**config.mk**
```make
export PLATFORM = sky130hd
export DESIGN_NAME = pc_sequencer
export DESIGN_NICKNAME = d
export VERILOG_FILES = /design/src/rtl/pc_sequencer.sv
export SDC_FILE = /design/constraint.sdc
export NUM_CORES = 1
export LEC_CHECK = 0
export BUFFER_PORTS_ARGS = -buffer_cell sky130_fd_sc_hd__buf_2
export CORE_UTILIZATION = 40
export CTS_CLUSTER_DIAMETER = 60
export DETAILED_ROUTE_END_ITERATION = 16
export SETUP_SLACK_MARGIN = 0.4
export SYNTH_ARGS = -nofsm -noshare
export SYNTH_HDL_FRONTEND = slang
export SYNTH_SLANG_ARGS = --single-unit
```
**constraint.sdc**
```tcl
create_clock -name clk -period 5 [get_ports clk]
set_clock_uncertainty 0.15 [all_clocks]
set_input_delay 0.5 -clock clk [delete_from_list [all_inputs] [get_ports clk]]
set_output_delay 0.5 -clock clk [all_outputs]
set_load 0.05 [all_outputs]
```
**src/rtl/pc_sequencer.sv**
```systemverilog
// Fetch PC owner: arbitrates trap, EX redirect and load-use stall,
// and holds a redirect pending while an imem fetch is outstanding.
module pc_sequencer #(
  parameter logic [31:0] RESET_PC = 32'h0000_0000,
  parameter int          CNT_W    = 16
) (
  input  logic             clk,
  input  logic             rst,
  input  logic             stall_id,
  input  logic             ex_valid,
  input  logic [2:0]       ex_npcop,
  input  logic             ex_zero,
  input  logic [31:0]      ex_pc,
  input  logic [31:0]      ex_imm,
  input  logic [31:0]      ex_aluout,
  input  logic             trap_req,
  input  logic [31:0]      trap_vec,
  input  logic             imem_ready,
  output logic [31:0]      pc_out,
  output logic             if_valid,
  output logic             pc_write,
  output logic             flush_ifid,
  output logic             flush_idex,
  output logic             state_pend,
  output logic [CNT_W-1:0] redirect_cnt
);

  localparam logic [2:0] NPC_BRANCH = 3'b001;
  localparam logic [2:0] NPC_JUMP   = 3'b010;
  localparam logic [2:0] NPC_JALR   = 3'b100;

  typedef enum logic {RUN, PEND} state_e;

  state_e           state_q, state_d;
  logic [31:0]      pc_q, pc_d;
  logic [31:0]      pend_q, pend_d;
  logic [CNT_W-1:0] cnt_q, cnt_d;

  logic        is_br, is_jmp, is_jalr;
  logic        take, redir;
  logic [31:0] ex_tgt, redir_tgt;

  assign is_br   = ex_npcop == NPC_BRANCH;
  assign is_jmp  = ex_npcop == NPC_JUMP;
  assign is_jalr = ex_npcop == NPC_JALR;

  assign take = ex_valid & ((is_br & ex_zero) | is_jmp | is_jalr);
  assign ex_tgt = is_jalr ? ex_aluout + ex_imm
                          : ex_pc + ex_imm;

  // Trap outranks any EX-stage redirect
  assign redir     = trap_req | take;
  assign redir_tgt = trap_req ? trap_vec : ex_tgt;

  always_comb begin
    state_d    = state_q;
    pc_d       = pc_q;
    pend_d     = pend_q;
    cnt_d      = cnt_q;
    if_valid   = 1'b0;
    pc_write   = 1'b0;
    flush_ifid = 1'b0;
    flush_idex = 1'b0;
    if (!rst) begin
      if (redir) begin
        cnt_d      = cnt_q + 1'b1;
        flush_ifid = 1'b1;
        flush_idex = 1'b1;
      end
      unique case (state_q)
        RUN: begin
          if (redir) begin
            if (imem_ready) begin
              pc_d     = redir_tgt;
              pc_write = 1'b1;
            end else begin
              pend_d  = redir_tgt;
              state_d = PEND;
            end
          end else if (!stall_id && imem_ready) begin
            pc_d     = pc_q + 32'd4;
            if_valid = 1'b1;
            pc_write = 1'b1;
          end
        end
        PEND: begin
          if (redir) pend_d = redir_tgt;
          // Returning word is wrong-path; only the address moves
          if (imem_ready) begin
            pc_d     = redir ? redir_tgt : pend_q;
            pc_write = 1'b1;
            state_d  = RUN;
          end
        end
        default: state_d = RUN;
      endcase
    end
  end

  always_ff @(posedge clk) begin
    if (rst) begin
      state_q <= RUN;
      pc_q    <= RESET_PC;
      pend_q  <= 32'd0;
      cnt_q   <= '0;
    end else begin
      state_q <= state_d;
      pc_q    <= pc_d;
      pend_q  <= pend_d;
      cnt_q   <= cnt_d;
    end
  end

  assign pc_out       = pc_q;
  assign state_pend   = state_q == PEND;
  assign redirect_cnt = cnt_q;

endmodule

```
==> metrics <==
DRT iter0 DRCs=485; Skew-Pair Late Insertion Delay=around 340 ps; commonest non-fill, non-tap cell in the layout=buf_2; Gates resized, CTS repair=0; R2R Path End=pc_out[31]; worst reg2reg path depth=9; Seq/Total Area, Yosys=24.2%; Max Fclk=~260 MHz; Die H=131 um; Seq cells post-synth=81; Die Area=between 15000 and 20000 um^2; total CTS buffers=9; drt via density=5.71; Unique masters post-synth=73; pin count of the biggest net entering global routing=54; Routed Antenna Nets=0; PwrDens=approximately 280 nW/um^2; status=completed; diode count=0; CTS HTree Levels=3; Min Clock Period, post-route=3910 ps; Area after DPL=between 7000 and 8000 um^2; Pleak=0.00354 uW; CP max FO=10; fin area=roughly 8100 um^2; met3 wire len=1140 um; DRC violations left=0; max_slew headroom=between 20% and 30%; Reg-to-Reg Start=pc_out[4]; nature of the critical path startpoint=input port; Core Region=around 16000 um^2; first-pass GRT wire length=between 30000 and 40000 um; Worst path max stage delay=520 ps; vias in the first global route=just under 7000; CTS root buf=clkbuf_16; Max Transition Viols Final=0; Post-CTS Setup Inserts=0; Layout Nets=1224; EDFF count, synth=0; FFs w/ async S/R, synth=0%; Hold Buf Count CTS=0; Post-synth top flop=dfxtp_1; post-detail-place hpwl=16600 um; clk slew on worst S/H paths=approximately 60 ps; drt pass-1 iters=6; Ys Warns=0; initial antenna violation count=0; setup_tns=0 ps; syn_area_per_cell=7.51 um^2; Die X=between 100 and 150 um; wl on met1=9610 um; grt ovf=0; flop-to-flop setup slack=between 2000 and 2500 ps; Post-Syn Area=6690 um^2; RSZ-0062 raised after global routing=no; Final GP Congestion=0.863; Cells after Synth=891; Clock Sinks=81; WL/cell=17.4 um; Max IR drop VDD=0.000209 V; met2 wire length=10500 um; crit share post-route=78.3%; Synthesized Nets=approximately 1100; Worst EP required=5130 ps; DR vias=~7200; Data arrival, critical path=4040 ps; crit path cell chain=buf_2 > nor3b_4 > mux2_2 > ha_1 > inv_1 > fa_1 > and2b_2 > o2111ai_2 > a21oi_2 > o21bai_2 > a2111oi_4 > or2_2 > xor2_1 > mux2i_1 > a21oi_1; Hold Path End=pend_q[26]; Hold/Removal Path Class=in2reg; CTS Buffer Depth=2; Setup Crit Path Kind=in2reg; max cap viols=0; Area Growth Syn to Fin=21.3%; Initial Util=41.5%; Slew @ Worst Pin=1080 ps; number of I/O port buffers=between 150 and 200; commonest non-fill, non-tap cells in the layout=190 x buf_2, 95 x nand2_1, 86 x o21ai_0, 85 x a21oi_1, 84 x nor2_1; Total GRT Usage=25.6%; hold_sp=trap_vec[26]; final wirelength=about 22000 um; ratio of cells with drive above 1 in the final layout=between 20% and 30%; setup violators final=0; CP endpoint kind=flip-flop; hold depth=3; TritonCTS clock tree=done; crit path max-delay cell type=a2111oi_4; max layer used=met4; Hold Fails Final Rpt=0; Core Rows=46; IO Count=about 190
[per-stage QoR]
step,hold slack [ps],util [%],cells,worst slack [ps],total power [uW]
floorplan,282,-,891,1070,1300
global placement,293,48.4,1254,785,1530
detailed placement,300,48.4,1254,698,1530
CTS,302,50.4,1270,1050,2250
global route,328,50.4,1270,797,2360
finish,305,50.4,1270,1090,2250
[routing by layer]
layer	global-route usage [%]	vias to the layer above
li1	-	3577
met1	32.1	3396
met2	44.1	235
met3	3.86	38
met4	9.69	0
met5	0	-
[worst max path at each step]
stage,from,to,cells past startpoint
3_3_place_gp,ex_npcop[1],pend_q[22],15
4_1_cts,ex_npcop[1],pend_q[22],15
2_1_floorplan,ex_npcop[1],pc_out[20],15
3_5_place_dp,ex_npcop[1],pend_q[22],15
6_report,ex_npcop[1],pend_q[22],15
5_1_grt,ex_npcop[1],pend_q[22],15
[critical path, delay by kind of cell]
kind,cells,cell delay (ps)
buffers and inverters,2,190
AO/OA/AOI/OAI,5,1180
AND/OR/NAND/NOR,3,970
multiplexers,2,380
XOR/XNOR,1,260
adder cells (fa/ha/maj),2,540
[cells in the mapped netlist, drive strengths merged (7+ instances only)]
library cell / count / area [um^2]
nand2: 95 / 357
o21ai: 89 / 457
a21oi: 88 / 444
nor2: 85 / 322
dfxtp: 81 / 1620
clkbuf: 45 / 169
ha: 36 / 450
mux2: 31 / 349
xnor2: 29 / 254
xor2: 25 / 219
nand3: 24 / 120
inv: 22 / 82.6
a211oi: 21 / 163
and3: 18 / 113
a21o: 16 / 120
o211ai: 16 / 120
nor3: 15 / 75.1
a31oi: 13 / 81.3
nand4: 11 / 68.8
buf: 9 / 50.1
mux2i: 9 / 90.1
nor4: 9 / 56.3
or3: 8 / 50.1
a2111oi: 7 / 92.6
nand2b: 7 / 43.8
o22ai: 7 / 43.8
[layout make-up]
type / instances / area, um^2
fillers: 1682 / 8000
multi-input cells: 733 / 4790
flip-flops and latches: 81 / 1620
repair buffers: 201 / 1030
well taps: 216 / 270
clock buffers: 10 / 229
clock inverters: 6 / 90.1
inverters: 23 / 86.3
[sequential cells by signal (all words and copies together), names as in the netlist]
register and count:
pc_out 32, pend_q 32, redirect_cnt 16, state_pend 1
[cell families after synthesis]
logic type	count (synthesis)	share of synthesized area (%)
adder cells (fa/ha/maj)	37	7.03
buffers and inverters	77	4.56
XOR/XNOR	54	7.07
flip-flops	81	24.2
AND/OR/NAND/NOR	293	20.3
AO/OA/AOI/OAI	309	30.2
multiplexers	40	6.56
[report_power, final]
part	switching (uW)	internal (uW)	leakage [uW]
clock	286	440	0.000153
sequential	49.4	696	0.000666
combinational	491	286	0.00272
Power figures use the tool's default switching activity.
